--- config.mk ---
export PLATFORM = sky130hd
export DESIGN_NAME = pipeline_hazard_ctrl
export DESIGN_NICKNAME = d
export VERILOG_FILES = /design/src/rtl/pipeline_hazard_ctrl.sv
export SDC_FILE = /design/constraint.sdc
export NUM_CORES = 1
export LEC_CHECK = 0
export BUFFER_PORTS_ARGS = -buffer_cell sky130_fd_sc_hd__buf_4
export CAP_MARGIN = 20
export CELL_PAD_IN_SITES_DETAIL_PLACEMENT = 0
export CELL_PAD_IN_SITES_GLOBAL_PLACEMENT = 1
export CORE_ASPECT_RATIO = 1.5
export CORE_MARGIN = 8
export CORE_UTILIZATION = 30
export CTS_CLUSTER_SIZE = 28
export DETAILED_ROUTE_END_ITERATION = 10
export GPL_TIMING_DRIVEN = 1
export PLACE_DENSITY_LB_ADDON = 0.1
export SYNTH_ARGS = -nofsm -noshare
export SYNTH_HDL_FRONTEND = slang
export SYNTH_SLANG_ARGS = --single-unit
--- constraint.sdc ---
create_clock -name CLK -period 2.1 [get_ports CLK]
set_clock_uncertainty 0.05 [all_clocks]
set_input_delay 0.63 -clock CLK [delete_from_list [all_inputs] [get_ports CLK]]
set_output_delay 0.63 -clock CLK [all_outputs]
set_load 0.02 [all_outputs]
--- src/rtl/pipeline_hazard_ctrl.sv ---
// Decode->execute pipeline register sequencer: scoreboard, flush, mem freeze.
// Optional saturating perf counters enabled by defining HAZ_PERF_CNT_EN.
module pipeline_hazard_ctrl #(
  parameter int PIPE_DEPTH = 3,
  parameter int FLUSH_LEN  = 2
) (
  input  logic        CLK,
  input  logic        RST_N,
  input  logic        DEC_VALID,
  input  logic [2:0]  SRC_A_AD,
  input  logic [2:0]  SRC_B_AD,
  input  logic        SRC_A_USE,
  input  logic        SRC_B_USE,
  input  logic        DEC_WREN,
  input  logic [2:0]  DEC_WRITEAD,
  input  logic        PC_LOAD_EX,
  input  logic        MEM_REQ,
  input  logic        MEM_ACK,
  output logic        DEC_REG_EN,
  output logic        DEC_REG_BUBBLE,
  output logic        FETCH_HOLD,
  output logic [1:0]  STATE
`ifdef HAZ_PERF_CNT_EN
  ,
  output logic [15:0] STALL_CNT,
  output logic [15:0] FLUSH_CNT
`endif
);

  typedef enum logic [1:0] {
    S_RUN      = 2'd0,
    S_FLUSH    = 2'd1,
    S_MEM_WAIT = 2'd2
  } state_e;

  localparam logic [2:0] FL_INIT = 3'(FLUSH_LEN - 1);

  state_e                     state_q, state_d;
  logic [2:0]                 fl_cnt_q, fl_cnt_d;
  logic [PIPE_DEPTH-1:0]      sb_vld_q, sb_vld_d;
  logic [PIPE_DEPTH-1:0][2:0] sb_ad_q, sb_ad_d;

  logic mem_stall;
  logic hazard;
  logic issue;
  logic frozen;
  logic en;
  logic bub;
  logic hold;

  assign mem_stall = MEM_REQ & ~MEM_ACK;

  // Compare decode reads against every in-flight register-file write
  always_comb begin
    hazard = 1'b0;
    for (int i = 0; i < PIPE_DEPTH; i++) begin
      if (sb_vld_q[i] && SRC_A_USE &&
          sb_ad_q[i] == SRC_A_AD)
        hazard = 1'b1;
      if (sb_vld_q[i] && SRC_B_USE &&
          sb_ad_q[i] == SRC_B_AD)
        hazard = 1'b1;
    end
  end

  // Per-state sequencing: mem freeze > taken PC load > hazard > issue
  always_comb begin
    state_d  = state_q;
    fl_cnt_d = fl_cnt_q;
    en       = 1'b1;
    bub      = 1'b1;
    hold     = 1'b0;
    frozen   = 1'b0;
    issue    = 1'b0;
    case (state_q)
      S_RUN: begin
        if (mem_stall) begin
          en      = 1'b0;
          bub     = 1'b0;
          hold    = 1'b1;
          frozen  = 1'b1;
          state_d = S_MEM_WAIT;
        end else if (PC_LOAD_EX) begin
          fl_cnt_d = FL_INIT;
          state_d  = (FL_INIT == 3'd0) ? S_RUN : S_FLUSH;
        end else if (DEC_VALID && hazard) begin
          hold = 1'b1;
        end else if (DEC_VALID) begin
          bub   = 1'b0;
          issue = 1'b1;
        end
      end
      S_FLUSH: begin
        if (mem_stall) begin
          en     = 1'b0;
          bub    = 1'b0;
          hold   = 1'b1;
          frozen = 1'b1;
        end else begin
          fl_cnt_d = fl_cnt_q - 3'd1;
          if (fl_cnt_d == 3'd0)
            state_d = S_RUN;
        end
      end
      S_MEM_WAIT: begin
        en   = 1'b0;
        bub  = 1'b0;
        hold = 1'b1;
        if (MEM_ACK)
          state_d = S_RUN;
        else
          frozen = 1'b1;
      end
      default: begin
        state_d  = S_RUN;
        fl_cnt_d = 3'd0;
      end
    endcase
    if (!RST_N) begin
      en   = 1'b1;
      bub  = 1'b1;
      hold = 1'b1;
    end
  end

  // Age the scoreboard one slot per unfrozen cycle
  always_comb begin
    sb_vld_d = sb_vld_q;
    sb_ad_d  = sb_ad_q;
    if (!frozen) begin
      for (int i = PIPE_DEPTH - 1; i > 0; i--) begin
        sb_vld_d[i] = sb_vld_q[i-1];
        sb_ad_d[i]  = sb_ad_q[i-1];
      end
      sb_vld_d[0] = issue & DEC_WREN;
      sb_ad_d[0]  = DEC_WRITEAD;
    end
  end

  // Control state, flush counter and scoreboard registers
  always_ff @(posedge CLK or negedge RST_N) begin
    if (!RST_N) begin
      state_q  <= S_RUN;
      fl_cnt_q <= 3'd0;
      sb_vld_q <= '0;
      sb_ad_q  <= '0;
    end else begin
      state_q  <= state_d;
      fl_cnt_q <= fl_cnt_d;
      sb_vld_q <= sb_vld_d;
      sb_ad_q  <= sb_ad_d;
    end
  end

  assign DEC_REG_EN     = en;
  assign DEC_REG_BUBBLE = bub;
  assign FETCH_HOLD     = hold;
  assign STATE          = state_q;

`ifdef HAZ_PERF_CNT_EN
  logic [15:0] stall_cnt_q, stall_cnt_d;
  logic [15:0] flush_cnt_q, flush_cnt_d;
  logic        haz_bub;
  logic        fl_bub;

  assign haz_bub = (state_q == S_RUN) & ~mem_stall &
                   ~PC_LOAD_EX & DEC_VALID & hazard;
  assign fl_bub  = ~mem_stall &
                   ((state_q == S_FLUSH) |
                    ((state_q == S_RUN) & PC_LOAD_EX));

  // Saturating counts of hazard and flush bubbles
  always_comb begin
    stall_cnt_d = stall_cnt_q;
    flush_cnt_d = flush_cnt_q;
    if (haz_bub && stall_cnt_q != 16'hFFFF)
      stall_cnt_d = stall_cnt_q + 16'd1;
    if (fl_bub && flush_cnt_q != 16'hFFFF)
      flush_cnt_d = flush_cnt_q + 16'd1;
  end

  // Perf counter registers
  always_ff @(posedge CLK or negedge RST_N) begin
    if (!RST_N) begin
      stall_cnt_q <= 16'd0;
      flush_cnt_q <= 16'd0;
    end else begin
      stall_cnt_q <= stall_cnt_d;
      flush_cnt_q <= flush_cnt_d;
    end
  end

  assign STALL_CNT = stall_cnt_q;
  assign FLUSH_CNT = flush_cnt_q;
`endif

endmodule
==> results of run 1 <==
## state kept, by name, indices dropped and copies added, names as in the netlist
name / cells
sb_vld_q: 3
sb_ad_q: 9
fl_cnt_q: 3
STATE: 2
## synthesized netlist by cell type, drive strengths merged
cell	instances	area share, %
nor2b	1	0.59
nor3	3	1.4
o21ai	4	1.9
a31oi	1	0.59
a21boi	1	0.71
xor2	18	15
inv	4	1.4
nand2	9	3.2
a22o	1	0.83
buf	2	1.8
o41ai	1	0.83
o211ai	1	0.71
nor2	3	1.1
nor4b	1	0.83
mux2	11	12
nand3	2	0.94
ha	2	2.4
a41o	1	0.94
a22oi	1	0.71
o31a	1	0.83
o31ai	1	0.71
nor4	7	5.9
a21oi	4	2.2
dfrtp	17	40
nand4	1	0.59
nand2b	4	2.4
## per-layer routing
metal	part of all wire (%)	up-vias	wire length [um]	GRT usage, %
met3	5.0	2	140	2.92
li1	-	439	-	-
met5	0	-	0	0
met2	55	22	1540	18.2
met4	0.75	0	21	4.78
met1	40	439	1110	10.7
## critical path, stage by stage
cell	delay, ns
buf_8	0.10
xor2_1	0.16
nor4_2	0.32
buf_4	0.18
nor3_1	0.05
a21oi_2	0.14
buf_6	0.13
## through the flow
| stage | utilization, % | power, mW | area, um2 |
|---|---|---|---|
| floorplan | - | 0.846 | 1070 |
| global placement | 40.6 | 1.05 | 1370 |
| detailed placement | 40.6 | 1.06 | 1370 |
| CTS | 44.6 | 1.35 | 1510 |
| global route | 49.3 | 1.53 | 1670 |
| finish | 49.3 | 1.43 | 1670 |
## what timing repair did
item | in CTS | in global routing
buffers inserted | 2 | 1
endpoints found under the setup margin | 3 | 3
pin swaps | 4 | 7
cloned | 0 | 0
hold endpoints to repair | 0 | 0
gates resized for setup | 14 | 25
## worst paths after layout
kind	start	endpoint	slack, ns
max in group asynchronous	RST_N	sb_ad_q[4]	1.56
max	SRC_B_AD[0]	FETCH_HOLD	-0.30
max reg2reg	STATE[1]	sb_vld_q[2]	0.48
min	RST_N	STATE[1]	0.27
min reg2reg	fl_cnt_q[1]	fl_cnt_q[1]	0.46
min in group CLK	fl_cnt_q[1]	fl_cnt_q[1]	0.46
## logic make-up after synthesis
kind of cell,after synthesis,synth area share [%]
mux,11,11.7
simple gates,31,16.9
buf+inv,6,3.18
flops,17,40.1
xor+xnor,18,14.9
compound gates,17,11.0
fa+ha+maj,2,2.36
## power by group through the flow
stage	logic, mW	clock network (mW)	registers [mW]
final	0.639	0.243	0.549
after global routing	0.701	0.267	0.563
after CTS	0.581	0.249	0.521
after detailed placement	0.542	0	0.520
after global placement	0.534	0	0.519
after floorplan	0.335	0	0.511
## cell type report
type                       count  area [um2]  area share, %
tap                           42        52.6           3.15
inverter                       4        15.0          0.900
clock buffer                   3        41.3           2.47
multi-input combinational     79         801           48.0
timing repair buffer          38         323           19.3
clock inverter                 1        5.00          0.300
sequential                    17         432           25.9
==> results.sh, run 1 <==
export IMPL_synth_cells=102
export IMPL_clk_pin_slew_ns=0.06
export IMPL_period_share_pct=114
export IMPL_vias=902
export IMPL_hold_ws_ns=0.270
export IMPL_wl_per_cell_um=15.3
export IMPL_start_util_pct=31.4
export IMPL_finalWorstSetupSlack_ns=-0.302
export IMPL_place_congestion=0.833
export IMPL_wirelength_um=2810
export IMPL_max_freq_mhz=416
export IMPL_rows=26
export IMPL_avgViaCountPerCell=4.90
export IMPL_endpoint_kind="primary output"
export IMPL_finalSetupViolations=2
export IMPL_cp_start_kind="input pin"
export IMPL_synth_nets=122
export IMPL_numCtsBuffers=3
export IMPL_ys_seq_area_share_pct=40.1
export IMPL_ioPinCount=23
export IMPL_cts_tree="done"
export IMPL_power_internal_mw=0.881
export IMPL_grtUsageTotal_pct=10.2
export IMPL_grt_pass1_wl_um=4550
export IMPL_arrival_ns=1.72
export IMPL_irDropWorstVdd_mv=0.428
export IMPL_antenna_left=0
export IMPL_ctsHoldBuffers=0
export IMPL_first_iter_violations=28
export IMPL_fillers=319
export IMPL_maxCapViolCount=0
export IMPL_die_h_um=88.8
export IMPL_power_density_mw_per_mm2=858
export IMPL_diodes=0
export IMPL_grt_overflow=0
export IMPL_slew_headroom_pct=75.9
export IMPL_final_cell_mix="buf_4 (31), dfrtp_1 (12), mux2_2 (11), nand2_1 (9), xor2_1 (9)"
export IMPL_dp_hpwl_um=2200
export IMPL_tightest_slew_ns=0.358
export IMPL_p_seq_share_pct=38.4
export IMPL_drive_gt1_share_pct=55.6
export IMPL_root_buffer="clkbuf_8"
export IMPL_tns_ns=-0.589
export IMPL_antenna_found_initial=0
export IMPL_core_area_mm2=0.00338
export IMPL_htreeDepth=1
export IMPL_failed_checks="negative setup slack"
export IMPL_max_clock_path_buffers=2
export IMPL_dieWidth_um=64.6
export IMPL_synth_seq_cells=17
export IMPL_status="finished, violations left"
export IMPL_post_place_ws_ns=-0.379
export IMPL_reg2reg_depth=6
export IMPL_io_buffers=22
export IMPL_placedCellCount=178
export IMPL_clock_sinks=17
export IMPL_fin_nets=163
export IMPL_worst_setup_path_type="input pin to primary output"
export IMPL_rsz0062_at_grt="yes"
export IMPL_synth_cell_types=30
export IMPL_cp_required_ns=1.42
export IMPL_drc_errors=0
export IMPL_yosysWarnings=0
export IMPL_switching_share_pct=38.5
export IMPL_postSynthAreaPerCell_um2=10.4
export IMPL_hp_class="input pin to asynchronous set/reset pin"
export IMPL_crit_fanout=3
export IMPL_power_share_clock_pct=17.0
export IMPL_area_growth_pct=57.3
export IMPL_firstDrtPassIters=7
export IMPL_p_comb_share_pct=44.7
export IMPL_slew_viol_final=0
export IMPL_p_leak_nw=0.690
export IMPL_grt_pass1_vias=989
export IMPL_hold_violations=0
export IMPL_dieArea_mm2=0.00573
export IMPL_layout_commonest_cell="buf_4"
export IMPL_fin_crit_ns=2.40
export IMPL_clkLatencyLatePin_ns=0.25
export IMPL_grt_max_degree=13
export IMPL_synth_area_mm2=0.00106
export IMPL_final_cells=184
export IMPL_power_switching_mw=0.551
Note: power is estimated with default switching activity, not from simulation.
==> run 2: changes to the inputs <==
--- a/config.mk
+++ b/config.mk
@@ -8,3 +8,3 @@
 export BUFFER_PORTS_ARGS = -buffer_cell sky130_fd_sc_hd__buf_4
-export CAP_MARGIN = 20
+export CAP_MARGIN = 0
 export CELL_PAD_IN_SITES_DETAIL_PLACEMENT = 0
@@ -18,2 +18,3 @@
 export PLACE_DENSITY_LB_ADDON = 0.1
+export SLEW_MARGIN = 20
 export SYNTH_ARGS = -nofsm -noshare
==> constraint.sdc (replaced) <==
create_clock -name CLK -period 2.1 [get_ports CLK]
set_clock_uncertainty 0.05 [all_clocks]
set_input_delay 0.525 -clock CLK [delete_from_list [all_inputs] [get_ports CLK]]
set_output_delay 0.525 -clock CLK [all_outputs]
set_load 0.02 [all_outputs]
==> results.sh, run 2 (synthesis results as in run 1) <==
export IMPL_status="finished, violations left"
export IMPL_failed_checks="negative setup slack"
export IMPL_start_util_pct=31.4
export IMPL_root_buffer="clkbuf_8"
export IMPL_io_buffers=22
export IMPL_antenna_left=0
export IMPL_power_switching_mw=0.475
export IMPL_fillers=351
export IMPL_layout_commonest_cell="buf_4"
export IMPL_hp_class="input pin to asynchronous set/reset pin"
export IMPL_tightest_slew_ns=0.387
export IMPL_clock_sinks=17
export IMPL_numCtsBuffers=3
export IMPL_cp_slowest_stage_delay_ns=0.42
export IMPL_max_clock_path_buffers=2
export IMPL_htreeDepth=1
export IMPL_antenna_found_initial=0
export IMPL_switching_share_pct=37.1
export IMPL_worst_setup_path_type="flip-flop to primary output"
export IMPL_fin_crit_ns=2.28
export IMPL_hold_violations=0
export IMPL_p_leak_nw=0.615
export IMPL_dp_hpwl_um=2150
export IMPL_dieWidth_um=64.6
export IMPL_finalSetupViolations=2
export IMPL_p_comb_share_pct=41.2
export IMPL_rsz0062_at_grt="yes"
export IMPL_grt_pass1_vias=937
export IMPL_power_density_mw_per_mm2=907
export IMPL_period_share_pct=109
export IMPL_vias=865
export IMPL_cp_required_ns=1.52
export IMPL_wirelength_um=2560
export IMPL_die_h_um=88.8
export IMPL_cp_slowest_cell="nor4_2"
export IMPL_cp_start_kind="flip-flop"
export IMPL_maxCapViolCount=0
export IMPL_slew_viol_final=0
export IMPL_grt_overflow=0
export IMPL_arrival_ns=1.71
export IMPL_path_buf_inv=1
export IMPL_final_cell_mix="buf_4 (32), xor2_1 (18), dfrtp_1 (17), mux2_2 (11), nand2_1 (9)"
export IMPL_placedCellCount=172
export IMPL_grtUsageTotal_pct=9.31
export IMPL_final_cells=178
export IMPL_largest_reg_flops=9
export IMPL_crit_fanout=4
export IMPL_ctsHoldBuffers=0
export IMPL_diodes=0
export IMPL_grt_max_degree=14
export IMPL_p_seq_share_pct=40.1
export IMPL_power_share_clock_pct=18.8
export IMPL_clkLatencyLatePin_ns=0.25
export IMPL_post_place_ws_ns=-0.154
export IMPL_firstDrtPassIters=4
export IMPL_cts_tree="done"
export IMPL_max_freq_mhz=438
export IMPL_finalWorstSetupSlack_ns=-0.183
export IMPL_rows=26
export IMPL_irDropWorstVdd_mv=0.482
export IMPL_endpoint_kind="primary output"
export IMPL_first_iter_violations=24
export IMPL_cp_common_cell="nor4_2"
export IMPL_grt_pass1_wl_um=4150
export IMPL_core_area_mm2=0.00338
export IMPL_slew_headroom_pct=74.0
export IMPL_dieArea_mm2=0.00573
export IMPL_wl_per_cell_um=14.4
export IMPL_drc_errors=0
export IMPL_fin_nets=157
export IMPL_top_register="sb_ad_q"
export IMPL_reg_top3="sb_ad_q (9), fl_cnt_q (3), sb_vld_q (3)"
export IMPL_clk_pin_slew_ns=0.07
export IMPL_drive_gt1_share_pct=41.2
export IMPL_ioPinCount=23
export IMPL_place_congestion=0.748
export IMPL_cpLargestDelayFamily="simple AND/OR/NAND/NOR gates"
export IMPL_crit_path_cell_trace="xor2_1 > nor4_2 > nor4_2 > a21oi_1 > buf_4"
export IMPL_power_internal_mw=0.807
export IMPL_avgViaCountPerCell=4.86
export IMPL_area_growth_pct=33.1
==> run 2: cell types whose count changed in the layout (fill, tap and decap cells not counted), moves of 2 or more <==
cell | before | now
nor4_4 | 4 | 1
buf_8 | 3 | 0
nor4_1 | 0 | 2
nor3_1 | 3 | 1
dfrtp_1 | 12 | 17
nor3_2 | 0 | 2
xor2_1 | 9 | 18
xor2_4 | 5 | 0
xor2_2 | 4 | 0
dfrtp_2 | 5 | 0
buf_6 | 4 | 0
==> run 2: worst reg2reg max path, delay by kind of cell (launching register included) <==
family	cells	cell delay, ns
mux	1	0.35
buf+inv	3	0.47
compound gates	1	0.12
simple gates	1	0.06
flops	1	0.42
==> run 2: layout make-up <==
class	count	area, um2	area share [%]
multi-input combinational	79	633	44.8
sequential	17	425	30.1
timing repair buffer	32	240	17.0
tap	42	52.6	3.72
clock buffer	3	41.3	2.92
inverter	4	15.0	1.06
clock inverter	1	5.00	0.354
==> run 2: metal layers <==
metal / GRT usage, % / up-vias / part of all wire (%)
met4: 6.37 / 0 / 2.8
li1: - / 433 / -
met1: 8.48 / 408 / 37
met5: 0 / - / 0
met2: 17.5 / 18 / 55
met3: 2.41 / 6 / 5.1
==> run 2: what timing repair did <==
action                                  in CTS  in global routing
resized for setup                            3                  2
pin swaps                                    5                  0
endpoints found under the setup margin       2                  2
setup buffers                                2                  0
==> run 2: power groups by stage <==
stage	Combinational (mW)	Clock, mW	Sequential [mW]
after floorplan	0.330	0	0.511
after global placement	0.503	0	0.517
after detailed placement	0.505	0	0.523
after CTS	0.530	0.251	0.515
after global routing	0.576	0.259	0.529
final	0.528	0.241	0.514
==> run 2: worst paths after layout <==
check	to	cells past startpoint	from	slack (ns)
setup / recovery	FETCH_HOLD	5	sb_ad_q[4]	-0.18
hold reg to reg	fl_cnt_q[1]	2	fl_cnt_q[1]	0.46
max in group asynchronous	sb_vld_q[2]	2	RST_N	1.61
min in group CLK	STATE[1]	2	MEM_ACK	0.41
hold / removal	fl_cnt_q[1]	1	RST_N	0.03
setup reg to reg	sb_ad_q[2]	6	STATE[1]	0.52
==> run 2: stage by stage <==
step | power [mW] | hold slack (ns) | area (um2) | TNS (ns) | util, %
4_1_cts | 1.30 | 0.0212 | 1400 | -0.312 | 41.4
2_1_floorplan | 0.841 | 0.179 | 1060 | 0 | -
5_1_grt | 1.36 | 0.0269 | 1410 | -0.505 | 41.8
6_report | 1.28 | 0.0265 | 1410 | -0.355 | 41.8
3_5_place_dp | 1.03 | 0.296 | 1320 | -0.304 | 39.0
3_3_place_gp | 1.02 | 0.296 | 1320 | -0.309 | 39.0
